[config.mk]
export PLATFORM = sky130hd
export DESIGN_NAME = fetch_unit
export DESIGN_NICKNAME = d
export VERILOG_FILES = /design/src/rtl/fetch_unit.sv
export SDC_FILE = /design/constraint.sdc
export NUM_CORES = 1
export LEC_CHECK = 0
export CORE_MARGIN = 1
export CORE_UTILIZATION = 58
export CTS_CLUSTER_DIAMETER = 50
export CTS_CLUSTER_SIZE = 10
export DETAILED_ROUTE_END_ITERATION = 10
export DONT_BUFFER_PORTS = 1
export PLACE_DENSITY = 0.78
export REMOVE_ABC_BUFFERS = 1
export SLEW_MARGIN = 10
export SYNTH_ARGS = -nofsm -noshare
export SYNTH_HDL_FRONTEND = slang
export SYNTH_SLANG_ARGS = --single-unit
[constraint.sdc]
create_clock -name clk -period 2.5 [get_ports clk]
set_input_delay 0.5 -clock clk [delete_from_list [all_inputs] [get_ports clk]]
set_output_delay 0.5 -clock clk [all_outputs]
set_load 0.1 [all_outputs]
[src/rtl/fetch_unit.sv]
// Instruction fetch stage: reads 16-bit instructions as two bytes over a req/ack
// memory port, buffers them in a 2-entry FIFO and hands them to decode with their PC.
module fetch_unit #(
  parameter int                    WIDTH_ADDR = 16,
  parameter int                    WIDTH_BYTE = 8,
  parameter logic [WIDTH_ADDR-1:0] RESET_PC   = '0,
  parameter logic [3:0]            HLT_OPC    = 4'h0
) (
  input  logic                    clk,
  input  logic                    rst_n,
  input  logic                    pc_load,
  input  logic [WIDTH_ADDR-1:0]   pc_in,
  output logic                    mem_req,
  output logic [WIDTH_ADDR-1:0]   mem_addr,
  input  logic                    mem_ack,
  input  logic [WIDTH_BYTE-1:0]   mem_rdata,
  output logic                    op_valid,
  input  logic                    op_ready,
  output logic [2*WIDTH_BYTE-1:0] op,
  output logic [WIDTH_ADDR-1:0]   op_pc,
  output logic                    halted
);

  localparam int WIDTH_OP = 2 * WIDTH_BYTE;

  typedef enum logic [1:0] {IDLE, LO, HI, DRAIN} state_t;

  typedef struct packed {
    logic [WIDTH_OP-1:0]   op;
    logic [WIDTH_ADDR-1:0] pc;
  } entry_t;

  state_t                  state_q, state_d;
  logic [WIDTH_ADDR-1:0]   fetch_pc_q, fetch_pc_d;
  logic [WIDTH_BYTE-1:0]   lo_q, lo_d;
  logic                    halted_d;
  logic                    mem_req_d;
  logic [WIDTH_ADDR-1:0]   mem_addr_d;
  logic                    head_valid_d;
  entry_t                  head_q, head_d;
  logic                    tail_valid_q, tail_valid_d;
  entry_t                  tail_q, tail_d;

  logic                    pop;
  logic                    xfer;
  logic                    push;
  logic                    room;
  entry_t                  push_entry;

  assign op    = head_q.op;
  assign op_pc = head_q.pc;

  // NOTE: every signal written here gets a default first, so no path leaves it
  // unassigned and no latch is inferred.
  always_comb begin
    state_d      = state_q;
    fetch_pc_d   = fetch_pc_q;
    lo_d         = lo_q;
    halted_d     = halted;
    mem_req_d    = mem_req;
    mem_addr_d   = mem_addr;
    head_valid_d = op_valid;
    head_d       = head_q;
    tail_valid_d = tail_valid_q;
    tail_d       = tail_q;

    pop        = op_valid && op_ready;
    xfer       = mem_req && mem_ack;
    push       = (state_q == HI) && xfer;
    push_entry = {mem_rdata, lo_q, fetch_pc_q};

    // FIFO: pop shifts the tail into the head, then a push fills the first free slot.
    if (pop) begin
      head_valid_d = tail_valid_q;
      head_d       = tail_q;
      tail_valid_d = 1'b0;
    end
    if (push) begin
      if (!head_valid_d) begin
        head_valid_d = 1'b1;
        head_d       = push_entry;
      end else begin
        tail_valid_d = 1'b1;
        tail_d       = push_entry;
      end
    end
    room = !(head_valid_d && tail_valid_d);

    case (state_q)
      IDLE: begin
        if (!halted && room) begin
          state_d    = LO;
          mem_req_d  = 1'b1;
          mem_addr_d = fetch_pc_q;
        end
      end
      LO: begin
        if (xfer) begin
          lo_d       = mem_rdata;
          mem_addr_d = fetch_pc_q + WIDTH_ADDR'(1);
          state_d    = HI;
        end
      end
      HI: begin
        if (xfer) begin
          fetch_pc_d = fetch_pc_q + WIDTH_ADDR'(2);
          if (mem_rdata[WIDTH_BYTE-1 -: 4] == HLT_OPC) begin
            halted_d  = 1'b1;
            mem_req_d = 1'b0;
            state_d   = IDLE;
          end else if (room) begin
            mem_addr_d = fetch_pc_d;
            state_d    = LO;
          end else begin
            mem_req_d = 1'b0;
            state_d   = IDLE;
          end
        end
      end
      DRAIN: begin
        // The stale byte is dropped; the real fetch starts at the redirected PC.
        if (xfer) begin
          mem_addr_d = fetch_pc_q;
          state_d    = LO;
        end
      end
      default: state_d = IDLE;
    endcase

    // A redirect overrides everything above, including a same-edge push.
    if (pc_load) begin
      head_valid_d = 1'b0;
      tail_valid_d = 1'b0;
      lo_d         = '0;
      halted_d     = 1'b0;
      fetch_pc_d   = pc_in;
      mem_req_d    = 1'b1;
      if (mem_req && !mem_ack) begin
        mem_addr_d = mem_addr;
        state_d    = DRAIN;
      end else begin
        mem_addr_d = pc_in;
        state_d    = LO;
      end
    end
  end

  // NOTE: state registers use non-blocking assignments so every flop samples
  // the pre-edge values regardless of statement order.
  always_ff @(posedge clk or negedge rst_n) begin
    if (!rst_n) begin
      state_q      <= IDLE;
      fetch_pc_q   <= RESET_PC;
      lo_q         <= '0;
      halted       <= 1'b0;
      mem_req      <= 1'b0;
      mem_addr     <= '0;
      op_valid     <= 1'b0;
      head_q       <= '0;
      tail_valid_q <= 1'b0;
      tail_q       <= '0;
    end else begin
      state_q      <= state_d;
      fetch_pc_q   <= fetch_pc_d;
      lo_q         <= lo_d;
      halted       <= halted_d;
      mem_req      <= mem_req_d;
      mem_addr     <= mem_addr_d;
      op_valid     <= head_valid_d;
      head_q       <= head_d;
      tail_valid_q <= tail_valid_d;
      tail_q       <= tail_d;
    end
  end

endmodule

==> results.toml <==
[setup_path]
cp.required_ps = 2780
crit_fanout = 16
crit_chain = "inv_1, ha_1, and3_1, maj3_2, o211ai_2, and4_1, buf_12, mux2_2"
worstSetupStartpointType = "flop"
end_kind = "flop"
cp_slowest_cell = "dfrtp_1"
worstRegToRegCells = 8
setup.worst_path.class = "reg -> reg"
cpPeakStageDelay_ps = 390
crit_arrival_ps = 2680
ff2ff_setup_slack_ps = 100

[cts]
clk_pin_slew_ps = 100
htree_num_levels = 3
cts_tree = "done"
clk_path_buf_depth = 2
clock-sinks = 110
insertion_delay_ps = 390
cts_root_buffer = "clkbuf_8"
numCtsBuffers = 9

[cells_and_area]
area_growth_pct = 8.209
layout_commonest_cell = "dfrtp_1"
antenna_cells = 0
layout_common_cells = "dfrtp_1, nand2_1, o21ai_0, mux2i_1, mux2_2"
fin_nets = 612
drive_gt1_share_pct = 18.38

[pwr]
power_density_nw_per_um2 = 1286
p_leak_uw = 0.002949
ir_worst_vdd_v = 0.0007852

[run_status]
failed_checks = "hold timing"
status = "complete, but fails checks"

[floorplan]
die_h_um = 101.9
row_count = 36
core_area_um2 = 9729
start_util_pct = 59.53
ios = 80
die_w_um = 101.9
fp.dieArea_um2 = 10390

[synth]
synth_area_leaders = "dfrtp_1, mux2i_1, mux2_2"
synth_top_area_cell = "dfrtp_1"
synth_top_area_share_pct = 47.53
yosysUniqueCellTypes = 55
synthFlopType = "dfrtp_1"
synthArstFlopShare_pct = 100.0
synth_edf_count = 0
ys_seq_area_share_pct = 47.53
yosys_register_bits = 110
syn_avg_cell_area_um2 = 10.06
ys_warn_count = 0
syn-cell-area_um2 = 5792
syn_inst = 576

[placed_design]
place_congestion = 0.9494
dp_slack_ps = 137.5
port_buffers = 0
dp_hpwl_mm = 9.316

[sta]
hold_viol = 110
period_share_pct = 96.03
worst_pin_slew_ps = 924.7
period_needed_ps = 2401
slew_viol_final = 0
finalSetupViolCount = 0
clock_skew_ps = 8.234
worst_slack_ps = 99.16
max_freq_mhz = 416.5
slew_headroom_pct = 38.35
finalSetupTns_ps = 0
hold_ws_ps = -200.9
rsz0062_at_grt = "false"

[routing]
avgRoutedWirePerCell_um = 19.28
drtPass1Iterations = 5
drtIter0Drc = 294
num_vias = 4444
viasPerCell = 6.215
wl_mm = 13.78
ant_nets = 0
drc = 0

[global_routing]
grt_pass1_wl_mm = 22.28
grt_pass1_vias = 4361
grt_usage_pct = 27.85
grt.overflow.total = 0
grt_max_degree = 111
antenna_found_initial = 0

[worst_hold_path]
min_path_type = "in -> async"

[run]
max-cap-violations = 0
worst paths after layout:
check / from / to
setup / recovery: state_q[0] / mem_addr[0]
hold / removal: rst_n / op[11]
setup reg to reg: state_q[0] / mem_addr[0]
hold reg to reg: tail_q[0] / tail_q[0]
max in group asynchronous: rst_n / tail_q[5]
min in group clk: pc_load / tail_valid_q
power breakdown:
group          internal (µW)  switching, µW
clock                    377            649
sequential              2180           2210
combinational            887           1750
Yosys cell counts (10+ instances only):
library cell and number:
a31oi_1 10, inv_1 13, mux2i_1 45, nor2_1 37, mux2_2 39, nand4_1 10
clkbuf_1 36, o21ai_0 63, dfrtp_1 110, nand2_1 66, a21oi_1 14
kinds of logic (layout without fill, tap and decap cells):
family                   Yosys count  count (layout)  share of synthesized area [%]
flip-flops                       110             110                          47.53
adder cells (fa/ha/maj)            7               7                          1.491
buffers and inverters             61              67                          4.558
AND/OR/NAND/NOR                  164             164                          13.22
AO/OA/AOI/OAI                    130             130                          14.17
XOR/XNOR                          14              14                          2.117
multiplexers                      90              90                          16.92
registers in the layout, indices dropped and copies added (netlist names):
signal,flops
fetch_pc_q,16
halted,1
lo_q,8
mem_addr,16
mem_req,1
op,16
op_pc,16
op_valid,1
state_q,2
tail_q,32
tail_valid_q,1
worst max-delay path, delay by kind of cell, from the launching register on:
kind                     cells  cell delay, ps
buffers and inverters        2             270
adder cells (fa/ha/maj)      2             580
AND/OR/NAND/NOR              2             470
AO/OA/AOI/OAI                1             220
flip-flops                   1             390
multiplexers                 1             350
layout make-up:
type	instances	area [µm²]
inverters	13	48.80
repair buffers	38	322.8
flip-flops and latches	110	2753
fillers	816	3462
clock inverters	7	57.56
well taps	133	166.4
multi-input cells	405	2795
clock buffers	9	123.9
metal layers:
layer,vias to the layer above,track usage (%),wire (µm)
li1,2069,-,-
met1,2185,38.04,6169
met2,167,43.66,6433
met3,23,4.993,875
met4,0,12.42,305
met5,-,0,0
per-stage QoR:
stage	instances	hold slack (ps)	power, µW	instance area, µm²	utilization (%)
detailed placement	699	206.4	7050	6076	62.45
CTS	715	-215.2	8073	6257	64.31
finish	715	-200.9	8059	6267	64.42
global route	715	-215.6	8410	6267	64.42
floorplan	528	204.4	6286	5577	-
global placement	699	206.6	6968	6076	62.45
repair_timing:
item                       CTS  global route
setup endpoints to repair    0             5
setup buffers                0             0
hold endpoints to repair   110           110
gates resized for setup      0             2
Power figures use the tool's default switching activity.
==> edit 1: new RTL, same flow settings <==
Re-encode `state_t` (4 states) as one-hot, 4 bits wide.
--- a/src/rtl/fetch_unit.sv
+++ b/src/rtl/fetch_unit.sv
@@ -23,7 +23,7 @@
 
   localparam int WIDTH_OP = 2 * WIDTH_BYTE;
 
-  typedef enum logic [1:0] {IDLE, LO, HI, DRAIN} state_t;
+  typedef enum logic [3:0] {IDLE = 4'b0001, LO = 4'b0010, HI = 4'b0100, DRAIN = 4'b1000} state_t;
 
   typedef struct packed {
     logic [WIDTH_OP-1:0]   op;
Behaviour: same outputs for any inputs over 4 cycles, from zero or initial values and one cycle with rst_n low; so few cycles prove little.
==> edit 1 against the original RTL <==
  * The run still ends with hold timing left
  * Sequential cell count up 2
  * Setup slack improved by 0.084 ns
  * Critical path depth decreased by 2
  * Clock skew rose by 0.0090 ns
  * Routed wire length shrank 17%
  * Hold slack barely moved
  * Area after synthesis fell by 3.3%
  * Cell area down 2.8%
  * Global-route usage fell by 3.4 points
  * Final cell count is 9.7% lower
  * Critical path type unchanged
  * Highest routed layer unchanged
Power is not compared: it rests on default switching activity, and its combinational part moved more than twofold at a synthesized area within 25%.
==> edit 1: results (changes against the original RTL) <==
INFO  metric storage_element_area = 0.002804 sq mm (was 0.002753 sq mm)
INFO  metric placedInstanceArea = 0.005877 sq mm (was 0.006076 sq mm)
INFO  metric number_of_distinct_library_cells_after_synthesis = 62 (was 55)
INFO  metric violated_checks = hold timing (unchanged)
INFO  metric crit_arrival = 2.57 ns (was 2.68 ns)
INFO  metric dpl_worst_slack = 0.1980 ns (was 0.1375 ns)
INFO  metric multi_input_gate_count = 350 (was 405)
INFO  metric fp.coreArea = 0.009284 sq mm (was 0.009729 sq mm)
INFO  metric outcome = finished with violations (unchanged)
INFO  metric final.setup_skew = 0.01721 ns (was 0.008234 ns)
INFO  metric worst_path_dominant_cell_family = compound AO/OA/AOI/OAI gates (was adder cells)
INFO  metric finalHoldViolations = 111 (was 110)
INFO  metric synth.cells.most_frequent = 111 x sky130_fd_sc_hd__dfrtp_1, 60 x sky130_fd_sc_hd__nand2_1, 43 x sky130_fd_sc_hd__o21ai_0, 41 x sky130_fd_sc_hd__mux2i_1, 29 x sky130_fd_sc_hd__mux2_2 (was 110 x sky130_fd_sc_hd__dfrtp_1, 66 x sky130_fd_sc_hd__nand2_1, 63 x sky130_fd_sc_hd__o21ai_0, 45 x sky130_fd_sc_hd__mux2i_1, 39 x sky130_fd_sc_hd__mux2_2)
INFO  metric clock_cell_share_of_area = 3.513% (was 2.895%)
INFO  metric fin_worst_hold_slack = -0.2013 ns (was -0.2009 ns)
INFO  metric worstSetupEndpoint = mem_addr[5] (was mem_addr[0])
INFO  metric synthAdderAreaFrac = 0.4467% (was 1.491%)
INFO  metric global_route_wire_length_before_repair = 19090 um (was 22280 um)
INFO  metric synth_sequential_area_ratio = 50.06% (was 47.53%)
INFO  metric cp-startpoint = state_q[3] (was state_q[0])
INFO  metric layout.nonclk_buf_share = 4.560% (was 5.151%)
INFO  metric layout-drive-gt1-share = 19.34% (was 18.38%)
INFO  metric inverters = 7 (was 13)
INFO  metric detail_route.wirelength = 11380 um (was 13780 um)
INFO  metric first_iter_violations = 123 (was 294)
INFO  metric synth_top_cells_by_area = sky130_fd_sc_hd__dfrtp_1 50%, sky130_fd_sc_hd__mux2i_1 7.3%, sky130_fd_sc_hd__mux2_2 5.8%, sky130_fd_sc_hd__nand2_1 4.0%, sky130_fd_sc_hd__o21ai_0 3.8% (was sky130_fd_sc_hd__dfrtp_1 48%, sky130_fd_sc_hd__mux2i_1 7.8%, sky130_fd_sc_hd__mux2_2 7.6%, sky130_fd_sc_hd__o21ai_0 5.4%, sky130_fd_sc_hd__nand2_1 4.3%)
INFO  metric first_global_vias = 3783 (was 4361)
INFO  metric buffer_count_excluding_the_clock_tree_in_the_final_layout = 32 (was 38)
==> edit 1: changes by cell type in the layout (fill, tap and decap cells not counted), sizes merged, moves of 5 or more <==
cell / before / now
xor2: 5 / 13
nand2b: 7 / 2
o21ai: 63 / 43
mux2: 45 / 57
inv: 15 / 8
nor4: 9 / 3
nand2: 66 / 61
a31oi: 10 / 5
nor2: 37 / 31
buf: 38 / 32
==> edit 1: layer usage <==
metal | GRT usage, % | up-vias | share of wire, %
met1 | 32.96 | 1925 | 44
met3 | 4.318 | 11 | 4.9
met4 | 7.692 | 0 | 1.2
li1 | - | 1811 | -
met2 | 40.31 | 87 | 50
met5 | 0 | - | 0
==> edit 1: stage by stage <==
stage                     std cells  hold WS [ns]
after global placement          630        0.2068
after global routing            646       -0.2240
after CTS                       646       -0.2089
after detailed placement        630        0.2064
after floorplan                 469        0.2044
final                           646       -0.2013
==> edit 2: new RTL, config.mk and constraints unchanged <==
Made on the original files. `WIDTH_BYTE`: 8 -> 12.
--- a/src/rtl/fetch_unit.sv
+++ b/src/rtl/fetch_unit.sv
@@ -2,7 +2,7 @@
 // memory port, buffers them in a 2-entry FIFO and hands them to decode with their PC.
 module fetch_unit #(
   parameter int                    WIDTH_ADDR = 16,
-  parameter int                    WIDTH_BYTE = 8,
+  parameter int                    WIDTH_BYTE = 12,
   parameter logic [WIDTH_ADDR-1:0] RESET_PC   = '0,
   parameter logic [3:0]            HLT_OPC    = 4'h0
 ) (
Ports: changed (resized mem_rdata and op); port bits go from 80 to 92. No check against the original RTL was run, so the function may have changed too.
==> edit 2 against the original RTL <==
  * Via count rose by 10%
  * Routed wire length rose by 11%
  * Largest cell class is now flip-flops and latches
  * Total power rose by 27%
  * Final cell count rose by 9.7%
  * Setup slack improved by 0.0032 ns
  * Critical endpoint is now mem_addr[1]
  * Fmax rose by 0.13%
  * Sequential cell count rose by 20
  * Hold slack got worse by 0.13 ns
  * Area after synthesis rose by 11%
  * Cell area rose by 19%
  * The flow still finishes with violations (hold timing)
==> edit 2: results (changes against the original RTL) <==
INFO  metric global_route_wire_length_before_repair = 24270 um (was 22280 um)
INFO  metric finalNetCount = 670 (was 612)
INFO  metric timing.max_slew.rel_slack = 36.90% (was 38.35%)
INFO  metric placedInstanceArea = 0.006822 sq mm (was 0.006076 sq mm)
INFO  metric violated_checks = hold timing (unchanged)
INFO  metric cp_max_fo = 7 (was 16)
INFO  metric first_iter_violations = 421 (was 294)
INFO  metric cp-startpoint = state_q[1] (was state_q[0])
INFO  metric count_of_fill_cells_added_during_filler_insertion = 749 (was 816)
INFO  metric viasPerCell = 6.233 (was 6.215)
INFO  metric clock_latency = 0.53 ns (was 0.39 ns)
INFO  metric outcome = finished with violations (unchanged)
INFO  metric numCtsBuffers = 17 (was 9)
INFO  metric synth-warning-count = 0 (unchanged)
INFO  metric globalplace.congestion = 0.9542 (was 0.9494)
INFO  metric flip_flop_count_of_the_largest_register_all_copies_and_words_added = 40 (was 32)
INFO  metric detail_route.wl_per_cell = 19.43 um (was 19.28 um)
INFO  metric first_global_vias = 4828 (was 4361)
INFO  metric grt_use_total = 27.91% (was 27.85%)
INFO  metric grt_max_degree = 131 (was 111)
INFO  metric place_inst = 748 (was 699)
INFO  metric synth_sequential_area_ratio = 50.68% (was 47.53%)
INFO  metric hpwlAfterDp = 9758 um (was 9316 um)
INFO  metric cts.reportedPaths.clkPinSlew = 0.06 ns (was 0.10 ns)
INFO  metric irDropWorstVdd = 0.9086 mV (was 0.7852 mV)
INFO  metric finalHoldViolations = 130 (was 110)
INFO  metric top_reg_by_flops = tail_q (unchanged)
INFO  metric switching_power = 0.005204 W (was 0.004612 W)
INFO  metric vias = 4887 (was 4444)
INFO  metric netlist_instances = 605 (was 576)
INFO  metric leakage_power_summed_over_all_cells = 3.617 nW (was 2.949 nW)
INFO  metric h-tree-depth = 4 (was 3)
INFO  metric dpl_worst_slack = 0.008150 ns (was 0.1375 ns)
INFO  metric layout-drive-gt1-share = 23.29% (was 18.38%)
INFO  metric number_of_distinct_library_cells_after_synthesis = 54 (was 55)
INFO  metric fin_worst_hold_slack = -0.3308 ns (was -0.2009 ns)
INFO  metric final.setup_skew = 0.007753 ns (was 0.008234 ns)
INFO  metric clock_tree.buffer_depth = 2 (unchanged)
-- edit 2: cell count changes in the layout (fill, tap and decap cells not counted), moves of 4 or more --
| cell | before | now |
|---|---|---|
| sky130_fd_sc_hd__clkbuf_16 | 0 | 16 |
| sky130_fd_sc_hd__clkbuf_8 | 9 | 2 |
| sky130_fd_sc_hd__inv_1 | 13 | 7 |
| sky130_fd_sc_hd__nand4_1 | 10 | 6 |
| sky130_fd_sc_hd__o21ai_0 | 63 | 68 |
| sky130_fd_sc_hd__a22o_1 | 0 | 11 |
| sky130_fd_sc_hd__nand2_1 | 65 | 71 |
| sky130_fd_sc_hd__buf_4 | 35 | 48 |
| sky130_fd_sc_hd__nand3_1 | 6 | 10 |
| sky130_fd_sc_hd__dfrtp_1 | 110 | 130 |
| sky130_fd_sc_hd__mux2_2 | 39 | 43 |
| sky130_fd_sc_hd__nor2_1 | 36 | 27 |
| sky130_fd_sc_hd__a31oi_1 | 10 | 6 |
-- edit 2: final cells by class --
class / count / share of cell area, %
clock buffers: 19 / 5.794
clock inverters: 13 / 2.032
inverters: 10 / 0.5039
multi-input cells: 419 / 39.70
flip-flops and latches: 130 / 43.67
well taps: 140 / 2.351
repair buffers: 53 / 5.946
-- edit 2: cell families after synthesis --
| family | share of synthesized area [%] |
|---|---|
| and+or+nand+nor | 11.48 |
| DFF | 50.68 |
| buffers and inverters | 3.626 |
| adders and majority gates | 1.345 |
| AOI/OAI and AO/OA | 14.39 |
| xor gates and xnor gates | 2.047 |
| muxes | 16.43 |
-- edit 2: path summary, 6_finish.rpt --
path,end,slack [ns],depth (start not counted)
worst max-delay path,mem_addr[1],0.10,7
worst min-delay path,op[12],-0.33,0
worst max register to register,mem_addr[1],0.10,7
worst min register to register,tail_q[0],0.49,2
max in group asynchronous,tail_q[26],2.67,0
min in group clk,lo_q[10],0.06,1
-- edit 2: power by group through the flow --
stage          clock [W]  sequential [W]  combinational [W]
3_5_place_dp           0         0.00462            0.00315
6_report         0.00241         0.00458            0.00322
4_1_cts          0.00246         0.00459            0.00318
5_1_grt          0.00254         0.00465            0.00341
2_1_floorplan          0         0.00570            0.00121
3_3_place_gp           0         0.00459            0.00306
-- edit 2: metal layers --
layer | up-vias | global-route usage, % | share of wire (%)
met2 | 207 | 43.50 | 48
met1 | 2421 | 35.65 | 41
met5 | - | 0 | 0
met4 | 0 | 13.01 | 2.4
met3 | 29 | 8.511 | 8.1
li1 | 2230 | - | -
-- edit 2: timing repair --
action | CTS | global route
endpoints found under the setup margin | 1 | 15
setup buffers | 0 | 4
pin swaps | 0 | 3
hold endpoints to repair | 130 | 130
resized for setup | 0 | 5
